<file path="src/rtl/decoder_3_8_seq.sv">
// -----------------------------------------------------------------------------
// decoder_3_8_seq
//   Registered, handshaked 3-to-8 one-hot decoder. Each accepted code drives
//   its one-hot bit on y for HOLD_CYCLES cycles, then y is released. A
//   one-entry pending buffer lets the next code queue up while the current
//   one is held, so back-to-back codes produce gap-free output.
//
// Parameters
//   HOLD_CYCLES : cycles each decoded value is held on y (1..255)
//   CW          : hold counter width, 2**CW > HOLD_CYCLES
//
// Ports
//   clk      : clock, rising-edge active
//   rst_n    : asynchronous active-low reset
//   clr      : synchronous abort of the held output and pending code
//   in_valid : upstream presents a code on in_code
//   in_code  : 3-bit binary code
//   in_ready : a code can be accepted this cycle (registered, pending empty)
//   y        : registered one-hot output (all-zero when idle)
//   y_valid  : high while a code is held (equals |y)
//   done     : high during the last hold cycle of each code
// -----------------------------------------------------------------------------
module decoder_3_8_seq #(
  parameter int HOLD_CYCLES = 4,
  parameter int CW          = 8
) (
  input  logic       clk,
  input  logic       rst_n,
  input  logic       clr,
  input  logic       in_valid,
  input  logic [2:0] in_code,
  output logic       in_ready,
  output logic [7:0] y,
  output logic       y_valid,
  output logic       done
);

  localparam logic [0:0]    S_IDLE    = 1'b0;
  localparam logic [0:0]    S_HOLD    = 1'b1;
  localparam logic [CW-1:0] LP_RELOAD = CW'(HOLD_CYCLES - 1);

  logic [0:0]    r_state;
  logic [CW-1:0] r_cnt;
  logic [7:0]    r_y;
  logic          r_pend_valid;
  logic [2:0]    r_pend_code;

  logic          w_accept;
  logic          w_last;
  logic [0:0]    w_state_nx;
  logic [CW-1:0] w_cnt_nx;
  logic [7:0]    w_y_nx;
  logic          w_pend_valid_nx;
  logic [2:0]    w_pend_code_nx;

  function automatic logic [7:0] onehot(input logic [2:0] code);
    onehot = 8'b0000_0001 << code;
  endfunction

  // in_ready depends only on the pending register, so there is no
  // combinational path from in_valid back to in_ready.
  assign w_accept = in_valid & ~r_pend_valid;
  assign w_last   = (r_state == S_HOLD) && (r_cnt == '0);

  always_comb begin
    w_state_nx      = r_state;
    w_cnt_nx        = r_cnt;
    w_y_nx          = r_y;
    w_pend_valid_nx = r_pend_valid;
    w_pend_code_nx  = r_pend_code;

    if (clr) begin
      // Abort wins over everything, including an accept in this cycle.
      w_state_nx      = S_IDLE;
      w_cnt_nx        = '0;
      w_y_nx          = '0;
      w_pend_valid_nx = 1'b0;
    end else begin
      case (r_state)
        S_IDLE: begin
          if (w_accept) begin
            w_state_nx = S_HOLD;
            w_cnt_nx   = LP_RELOAD;
            w_y_nx     = onehot(in_code);
          end
        end
        S_HOLD: begin
          if (!w_last) begin
            w_cnt_nx = r_cnt - 1'b1;
            if (w_accept) begin
              w_pend_valid_nx = 1'b1;
              w_pend_code_nx  = in_code;
            end
          end else if (r_pend_valid) begin
            // Pending code follows the current one with no idle gap.
            w_cnt_nx        = LP_RELOAD;
            w_y_nx          = onehot(r_pend_code);
            w_pend_valid_nx = 1'b0;
          end else if (w_accept) begin
            // Buffer empty on the last cycle: new code bypasses the buffer.
            w_cnt_nx = LP_RELOAD;
            w_y_nx   = onehot(in_code);
          end else begin
            w_state_nx = S_IDLE;
            w_cnt_nx   = '0;
            w_y_nx     = '0;
          end
        end
        default: begin
          w_state_nx      = S_IDLE;
          w_cnt_nx        = '0;
          w_y_nx          = '0;
          w_pend_valid_nx = 1'b0;
        end
      endcase
    end
  end

  always_ff @(posedge clk or negedge rst_n) begin
    if (!rst_n) begin
      r_state      <= S_IDLE;
      r_cnt        <= '0;
      r_y          <= '0;
      r_pend_valid <= 1'b0;
      r_pend_code  <= '0;
    end else begin
      r_state      <= w_state_nx;
      r_cnt        <= w_cnt_nx;
      r_y          <= w_y_nx;
      r_pend_valid <= w_pend_valid_nx;
      r_pend_code  <= w_pend_code_nx;
    end
  end

  assign in_ready = ~r_pend_valid;
  assign y        = r_y;
  assign y_valid  = (r_state == S_HOLD);
  assign done     = w_last;

endmodule

</file>
<file path="config.mk">
export PLATFORM = sky130hd
export DESIGN_NAME = decoder_3_8_seq
export DESIGN_NICKNAME = d
export VERILOG_FILES = /design/src/rtl/decoder_3_8_seq.sv
export SDC_FILE = /design/constraint.sdc
export NUM_CORES = 1
export LEC_CHECK = 0
export BUFFER_PORTS_ARGS = -buffer_cell sky130_fd_sc_hd__buf_2
export CAP_MARGIN = 20
export CORE_MARGIN = 10
export CORE_UTILIZATION = 55
export DETAILED_ROUTE_END_ITERATION = 6
export GPL_TIMING_DRIVEN = 0
export PLACE_DENSITY = 0.79
export SETUP_SLACK_MARGIN = 0.05
export SLEW_MARGIN = 30
export SYNTH_ARGS = -nofsm -noshare
export SYNTH_HDL_FRONTEND = slang
export SYNTH_SLANG_ARGS = --single-unit
</file>
<file path="constraint.sdc">
create_clock -name clk -period 4.5 [get_ports clk]
set_clock_uncertainty 0.1 [all_clocks]
set_input_delay 0.9 -clock clk [delete_from_list [all_inputs] [get_ports clk]]
set_output_delay 0.9 -clock clk [all_outputs]
set_load 0.005 [all_outputs]
</file>
==> qor.yml, run 1 <==
status: "completed"
fillers: 183
critPathArrivalTime_ps: 1980
startpoint_type: "register"
grt_usage_pct: 11.6
whs_ps: 416
finalHoldViolations: 0
insertedDiodeCount: 0
num_vias: 941
startpoint: "r_cnt[0]"
wl_per_cell_um: 14.4
initial_core_util_pct: 58.0
synth_cell_types: 37
max_cap_violations: 0
ioPinCount: 18
clkSinkCount: 21
final_nets: 145
synth_warnings: 0
rsz0062_at_grt: "no"
initialDrtViolationCount: 38
gp_congestion: 0.821
numCtsBuffers: 3
drive_gt1_share_pct: 25.0
ir_worst_vdd_uv: 290
clock_latency_ps: 310
path_max_fanout: 5
hpwlAfterDp_um: 1810
dr.pass1.iters: 4
synth_cells: 115
cts_setup_buffers: 0
fin_util_pct: 65.4
fin_tns_setup_ps: 0
vias_per_cell: 5.77
maxSlewViolCount: 0
p_per_area_mw_per_mm2: 467
crit_path_end_kind: "output port"
ys_seq_area_share_pct: 46.2
core-area_mm2: 0.00196
tightest_slew_ps: 552
port_buffers: 17
setup_viol: 0
slew_headroom_pct: 62.3
layout_commonest_cell: "nor2_1"
antenna_found_initial: 0
synth.net_count: 123
path_clk_slew_ps: 120
power.leakage_nw: 0.598
layout_common_cells: "nor2_1 (22), dfrtp_1 (21), buf_2 (20)"
grt_max_degree: 22
r2r_start: "r_cnt[0]"
routed_wl_um: 2350
timing.rr.end: "y[4]"
syn_to_final_growth_pct: 12.9
cp.required_ps: 3500
cts_tree: "done"
dpl.cell_count: 159
layout.cells.non_filler: 163
r2r_cells: 7
post-route-period-util_pct: 66.3
die_y_um: 65.5
yosys.area.top_type_share_pct: 46.2
hold_path_class: "in -> async"
yosysTopAreaCell: "dfrtp_1"
ys_ff_latch: 21
ctsHoldBuffers: 0
synth_area_leaders: "dfrtp_1 (46%), nor2_1 (7.3%), a211oi_1 (3.3%), mux2_1 (3.0%), mux2_2 (3.0%)"
h-tree-depth: 1
synth_area_mm2: 0.00114
grt_overflow: 0
num_rows: 16
path_class: "reg -> out"
syn_avg_cell_area_um2: 9.89
grt_pass1_wl_um: 4090
fin_crit_ps: 2980
dieWidth_um: 65.5
grt_pass1_vias: 946
power_mw: 0.599
clockBufferDepth: 2
drcViolationCount: 0
ctsResizeCount: 0
max_freq_mhz: 335
r2r_slack_ps: 2270
cts_root_buf: "clkbuf_4"
dieArea_mm2: 0.00429
drtAntennaViolNets: 0
[where the power goes]
group	internal, mW	switching [mW]
logic	0.114	0.114
registers	0.234	0.0438
clock network	0.0332	0.0598
total	0.381	0.218
[area by class of cell]
| class | instances | area (µm²) | share of cell area, % |
|---|---|---|---|
| Inverter | 5 | 18.8 | 1.46 |
| Buffer | 4 | 18.8 | 1.46 |
| Clock buffer | 3 | 22.5 | 1.75 |
| Tap cell | 27 | 33.8 | 2.63 |
| Sequential cell | 21 | 526 | 40.9 |
| Multi-Input combinational cell | 85 | 574 | 44.7 |
| Timing Repair Buffer | 17 | 85.1 | 6.63 |
| Clock inverter | 1 | 5.00 | 0.390 |
[routing by layer]
layer | GRT usage, % | part of all wire, % | vias to the layer above
li1 | - | - | 463
met1 | 13.7 | 46 | 451
met2 | 17.9 | 45 | 20
met3 | 4.07 | 7.1 | 7
met4 | 6.42 | 1.8 | 0
met5 | 0 | 0 | -
[metrics by stage]
| step | setup WS (ps) | area [µm²] |
|---|---|---|
| 2_1_floorplan | 2080 | 1140 |
| 6_report | 1520 | 1280 |
| 3_5_place_dp | 1870 | 1260 |
| 4_1_cts | 1510 | 1280 |
| 3_3_place_gp | 1890 | 1260 |
| 5_1_grt | 1390 | 1280 |
[flip-flops by register name, indices dropped and copies added, names as in the netlist]
name	flops
y	8
r_cnt	8
r_pend_code	3
y_valid	1
r_pend_valid	1
[synth_stat cells]
library cell	count
nor2_1	22
dfrtp_1	21
a211oi_1	5
inv_1	5
nor2b_1	5
nor3_1	5
or2_2	4
a21oi_1	3
buf_2	3
mux2_1	3
mux2_2	3
xnor2_1	3
xor2_1	3
a2111oi_0	2
a31oi_1	2
a32o_1	2
a41oi_1	2
nand2_1	2
o21ai_0	2
a22o_1	1
a311o_1	1
and2_0	1
clkbuf_1	1
ha_1	1
nand2b_1	1
nand3_1	1
nand3b_1	1
nand4b_2	1
o2111ai_1	1
o211ai_1	1
o22ai_1	1
o31ai_1	1
o41ai_1	1
or3_1	1
or4_4	1
or4b_4	1
or4bb_1	1
[worst max-delay path by stage]
stage | endpoint | slack (ps) | cells past startpoint
floorplan | done | 2080 | 5
global placement | done | 1890 | 6
detailed placement | done | 1870 | 6
CTS | done | 1510 | 6
global route | done | 1390 | 6
finish | done | 1520 | 6
[worst max-delay path, cell delays in order, from the launching register on]
cell and delay [ps]:
dfrtp_1 440, inv_1 70, ha_1 220, or4bb_1 430, or2_2 330, inv_1 80
buf_2 110
[logic make-up (layout without fill, tap and decap cells)]
group / Yosys count / count (layout) / share of synthesized area, %
adders and majority gates: 1 / 1 / 1.10
and+or+nand+nor: 47 / 47 / 22.3
AOI/OAI and AO/OA: 25 / 25 / 16.5
xor gates and xnor gates: 6 / 6 / 4.62
DFF: 21 / 21 / 46.2
muxes: 6 / 6 / 5.94
buffers and inverters: 9 / 30 / 3.30
No activity file was read; power rests on OpenSTA's default activity.
==> inputs of run 2 (changes only) <==
--- a/config.mk
+++ b/config.mk
@@ -8,10 +8,10 @@
 export BUFFER_PORTS_ARGS = -buffer_cell sky130_fd_sc_hd__buf_2
 export CAP_MARGIN = 20
 export CORE_MARGIN = 10
-export CORE_UTILIZATION = 55
+export CORE_UTILIZATION = 49
 export DETAILED_ROUTE_END_ITERATION = 6
 export GPL_TIMING_DRIVEN = 0
-export PLACE_DENSITY = 0.79
+export PLACE_DENSITY = 0.74
 export SETUP_SLACK_MARGIN = 0.05
 export SLEW_MARGIN = 30
 export SYNTH_ARGS = -nofsm -noshare
==> constraint.sdc (replaced) <==
create_clock -name clk -period 2.66 [get_ports clk]
set_clock_uncertainty 0.1 [all_clocks]
set_input_delay 0.532 -clock clk [delete_from_list [all_inputs] [get_ports clk]]
set_output_delay 0.532 -clock clk [all_outputs]
set_load 0.005 [all_outputs]
==> qor.yml, run 2 (synthesized netlist as in run 1, its figures left out) <==
status: "completed"  # unchanged
insertedDiodeCount: 0  # unchanged
path_clk_slew_ps: 130  # was 120 ps
rsz0062_at_grt: "no"  # unchanged
maxSlewViolCount: 0  # unchanged
drcViolationCount: 0  # unchanged
multi_input_area_um2: 579  # was 574 µm²
drive_gt1_share_pct: 27.3  # was 25.0%
initial_core_util_pct: 51.4  # was 58.0%
power.leakage_nw: 0.612  # was 0.598 nW
ir_worst_vdd_uv: 509  # was 290 µV
r2r_start: "r_cnt[0]"  # unchanged
final_nets: 148  # was 145
p_per_area_mw_per_mm2: 797  # was 467 mW/mm²
r2r_slack_ps: 320  # was 2270 ps
grt_usage_pct: 12.2  # was 11.6%
clockBufferDepth: 2  # unchanged
whs_ps: 62.2  # was 416 ps
initialDrtViolationCount: 59  # was 38
wl_per_cell_um: 15.7  # was 14.4 µm
cp.required_ps: 2030  # was 3500 ps
dieWidth_um: 68.2  # was 65.5 µm
grt_pass1_wl_um: 4540  # was 4090 µm
cts_root_buf: "clkbuf_4"  # unchanged
routed_wl_um: 2620  # was 2350 µm
ctsHoldBuffers: 0  # unchanged
critPathArrivalTime_ps: 1880  # was 1980 ps
max_cap_violations: 0  # unchanged
antenna_found_initial: 0  # unchanged
port_buffers: 17  # unchanged
core-area_mm2: 0.00221  # was 0.00196 mm²
layout_common_cells: "nor2_1 (22), dfrtp_1 (21), buf_2 (20)"  # unchanged
r2r_cells: 8  # was 7
fin_crit_ps: 2510
numCtsBuffers: 3  # unchanged
vias_per_cell: 5.69  # was 5.77
max_freq_mhz: 398
h-tree-depth: 1  # unchanged
fin_util_pct: 59.3  # was 65.4%
gp_congestion: 0.957  # was 0.821
post-route-period-util_pct: 94.4
fillers: 202  # was 183
path_max_fanout: 5  # unchanged
drtAntennaViolNets: 0  # unchanged
slew_headroom_pct: 63.4  # was 62.3%
startpoint_type: "register"  # unchanged
fin_tns_setup_ps: 0  # unchanged
grt_max_degree: 22  # unchanged
finalHoldViolations: 0  # unchanged
ioPinCount: 18  # unchanged
syn_to_final_growth_pct: 15.4  # was 12.9%
hpwlAfterDp_um: 1890  # was 1810 µm
num_vias: 950  # was 941
cts_tree: "done"  # unchanged
hold_path_class: "in -> async"  # unchanged
timing.rr.end: "y[6]"  # was y[4]
path_class: "reg -> out"  # unchanged
grt_overflow: 0  # unchanged
power_mw: 1.05  # was 0.599 mW
clock_latency_ps: 300  # was 310 ps
clkSinkCount: 21  # unchanged
tightest_slew_ps: 535  # was 552 ps
grt_pass1_vias: 1000  # was 946
die_y_um: 68.2  # was 65.5 µm
dieArea_mm2: 0.00465  # was 0.00429 mm²
crit_path_end_kind: "output port"  # unchanged
setup_viol: 0  # unchanged
num_rows: 17  # was 16
layout_commonest_cell: "nor2_1"  # unchanged
ff_latch_area_um2: 526  # unchanged
dr.pass1.iters: 4  # unchanged
run 2: cell count changes in the layout (fill, tap and decap cells not counted):
cell,previous run,this run
buf_4,0,3
ha_2,0,1
or2_2,4,3
ha_1,1,0
or2_4,0,1
run 2: what timing repair did:
item | 4_1_cts | 5_1_grt
hold endpoints to repair | 0 | 0
gates resized for setup | 0 | 2
setup buffers | 1 | 2
endpoints found under the setup margin | 1 | 1
run 2: worst max path at each step:
stage,startpoint,end,slack [ps],cells past startpoint
6_report,r_cnt[0],done,150,6
5_1_grt,r_cnt[0],done,80,6
4_1_cts,r_cnt[1],done,80,6
3_5_place_dp,r_cnt[0],done,390,6
3_3_place_gp,r_cnt[0],done,430,6
2_1_floorplan,r_cnt[5],r_pend_code[0],580,4
run 2: worst max-delay path, cell delays in order (launching register included):
cell,delay (ps)
dfrtp_1,410
inv_1,70
ha_2,210
or4bb_1,440
or2_4,270
inv_1,70
buf_2,110
run 2: power by group:
group / switching (mW) / leakage, nW / internal, mW
Clock: 0.0998 / 0.0177 / 0.0560
Combinational: 0.209 / 0.318 / 0.210
Sequential: 0.0762 / 0.277 / 0.396
Total: 0.385 / 0.612 / 0.662
run 2: metal layers:
metal	global-route usage, %	routed length [µm]	vias up
met2	20.1	1260	20
met1	15.3	1180	461
met4	4.02	17	0
met5	0	0	-
met3	2.77	157	2
li1	-	-	467
run 2: per-stage QoR:
step	std cells	instance area, µm²	setup WS, ps
5_1_grt	167	1310	81.4
6_report	167	1310	150
4_1_cts	165	1290	76.3
3_3_place_gp	160	1260	425
2_1_floorplan	115	1140	578
3_5_place_dp	160	1260	395
run 2: area by class of cell:
| type | count | area share, % |
|---|---|---|
| tap | 28 | 2.67 |
| clock buffer | 3 | 1.72 |
| multi-input combinational | 85 | 44.1 |
| clock inverter | 1 | 0.381 |
| inverter | 5 | 1.43 |
| timing repair buffer | 20 | 8.20 |
| sequential | 21 | 40.0 |
| buffer | 4 | 1.43 |
==> inputs of run 3 (changes only) <==
--- a/config.mk
+++ b/config.mk
@@ -7,6 +7,7 @@
 export LEC_CHECK = 0
 export BUFFER_PORTS_ARGS = -buffer_cell sky130_fd_sc_hd__buf_2
 export CAP_MARGIN = 20
+export CORE_ASPECT_RATIO = 0.75
 export CORE_MARGIN = 10
 export CORE_UTILIZATION = 49
 export DETAILED_ROUTE_END_ITERATION = 6
==> qor.yml, run 3 (synthesized netlist as in run 1, its figures left out) <==
status: "completed"  # unchanged
cp.required_ps: 2030  # about the same
ctsHoldBuffers: 0  # unchanged
path_max_fanout: 5  # unchanged
startpoint: "r_cnt[0]"  # unchanged
maxSlewViolCount: 0  # unchanged
grt_max_degree: 22  # unchanged
critPathArrivalTime_ps: 1870  # was 1880 ps
place_ws_ps: 375  # was 395 ps
seqPwrFrac_pct: 45.2  # was 45.1%
die_y_um: 61.7  # was 68.2 µm
rsz0062_at_grt: "no"  # unchanged
port_buffers: 17  # unchanged
vias_per_cell: 5.73  # was 5.69
path_class: "reg -> out"  # unchanged
path_clk_slew_ps: 110  # was 130 ps
cts_root_buf: "clkbuf_4"  # unchanged
p_switching_mw: 0.369  # was 0.385 mW
fin_crit_ps: 2500  # was 2510 ps
drive_gt1_share_pct: 27.1  # was 27.3%
num_rows: 15  # was 17
grt_overflow: 0  # unchanged
post-route-period-util_pct: 94.1  # was 94.4%
tightest_slew_ps: 533  # was 535 ps
drcViolationCount: 0  # unchanged
r2r_start: "r_cnt[0]"  # unchanged
clockBufferDepth: 2  # unchanged
finalHoldViolations: 0  # unchanged
grt_usage_pct: 11.5  # was 12.2%
clkSinkCount: 21  # unchanged
hold_path_class: "in -> async"  # unchanged
gp_congestion: 0.852  # was 0.957
ir_worst_vdd_uv: 417  # was 509 µV
ioPinCount: 18  # unchanged
r2r_slack_ps: 330  # was 320 ps
syn_to_final_growth_pct: 15.6  # was 15.4%
power_frac_comb_pct: 40.6  # was 40.0%
hpwlAfterDp_um: 1890  # about the same
grt_pass1_vias: 914  # was 1000
clock_latency_ps: 300  # about the same
final_nets: 149  # was 148
setup_viol: 0  # unchanged
h-tree-depth: 1  # unchanged
insertedDiodeCount: 0  # unchanged
sw_frac_of_total_pct: 35.6  # was 36.8%
dr.pass1.iters: 4  # unchanged
crit_path_end_kind: "output port"  # unchanged
max_cap_violations: 0  # unchanged
p_per_area_mw_per_mm2: 788  # was 797 mW/mm²
antenna_found_initial: 0  # unchanged
power.leakage_nw: 0.615  # was 0.612 nW
fin_tns_setup_ps: 0  # unchanged
wl_per_cell_um: 15.0  # was 15.7 µm
p_int_mw: 0.667  # was 0.662 mW
place_area_mm2: 0.00125  # was 0.00126 mm²
dieArea_mm2: 0.00467  # was 0.00465 mm²
slew_headroom_pct: 63.5  # was 63.4%
max_freq_mhz: 399  # was 398 MHz
layout_common_cells: "nor2_1 (22), dfrtp_1 (21), buf_2 (20)"  # unchanged
stdcell_area_mm2: 0.00132  # was 0.00131 mm²
cts_tree: "done"  # unchanged
grt_pass1_wl_um: 4160  # was 4540 µm
routed_wl_um: 2470  # was 2620 µm
initialDrtViolationCount: 61  # was 59
drtAntennaViolNets: 0  # unchanged
layout_commonest_cell: "nor2_1"  # unchanged
numCtsBuffers: 3  # unchanged
worst_slack_ps: 156  # was 150 ps
num_vias: 946  # was 950
initial_core_util_pct: 50.5  # was 51.4%
dieWidth_um: 75.6  # was 68.2 µm
startpoint_type: "register"  # unchanged
core-area_mm2: 0.00225  # was 0.00221 mm²
clockPowerShare_pct: 14.2  # was 14.9%
==> run 3: cell types whose count changed in the layout (fill, tap and decap cells not counted), sizes merged <==
cell    delta
buf        +1
clkbuf     +1
clkinv     -1
==> run 3: cell type report <==
class,instances,area [µm²]
flip-flops and latches,21,526
inverters,5,18.8
well taps,25,31.3
repair buffers,21,115
fillers,211,937
multi-input cells,85,579
clock buffers,4,26.3
plain buffers,4,18.8
==> run 3: worst max-delay path: stages (launching register included) <==
cell and delay [ps]:
dfrtp_1 410, inv_1 70, ha_2 210, or4bb_1 430
or2_4 270, inv_1 70, buf_2 110
==> run 3: path summary, 6_finish.rpt <==
kind	cells after the start	end
min in group clk	2	r_pend_code[2]
max in group asynchronous	1	r_cnt[4]
setup / recovery	6	done
hold reg to reg	1	y[5]
setup reg to reg	8	y[4]
hold / removal	1	y[0]
==> run 3: power by group through the flow <==
| stage | Clock (mW) | Combinational [mW] | Sequential, mW |
|---|---|---|---|
| CTS | 0.153 | 0.403 | 0.470 |
| detailed placement | 0 | 0.391 | 0.478 |
| floorplan | 0 | 0.295 | 0.464 |
| global placement | 0 | 0.381 | 0.473 |
| global route | 0.163 | 0.474 | 0.483 |
| finish | 0.147 | 0.421 | 0.468 |
==> run 3: repair_timing <==
item / 4_1_cts / 5_1_grt
gates resized for setup: 1 / 1
pin swaps: 0 / 0
setup buffers: 1 / 3
setup endpoints to repair: 1 / 1
==> run 3: per-layer routing <==
| metal | wire length, µm | vias up | global-route usage, % |
|---|---|---|---|
| met1 | 1260 | 452 | 16.0 |
| li1 | - | 468 | - |
| met5 | 0 | - | 0 |
| met2 | 1050 | 24 | 16.2 |
| met4 | 12 | 0 | 2.90 |
| met3 | 151 | 2 | 4.29 |
==> run 3: metrics by stage <==
| stage | instances | util, % | hold WS, ps | power [mW] |
|---|---|---|---|---|
| finish | 165 | 58.4 | 67.9 | 1.04 |
| global route | 165 | 58.4 | 89.5 | 1.12 |
| CTS | 162 | 57.3 | 75.3 | 1.03 |
| detailed placement | 157 | 55.7 | 394 | 0.869 |
| global placement | 157 | 55.7 | 388 | 0.854 |
| floorplan | 115 | - | 136 | 0.758 |
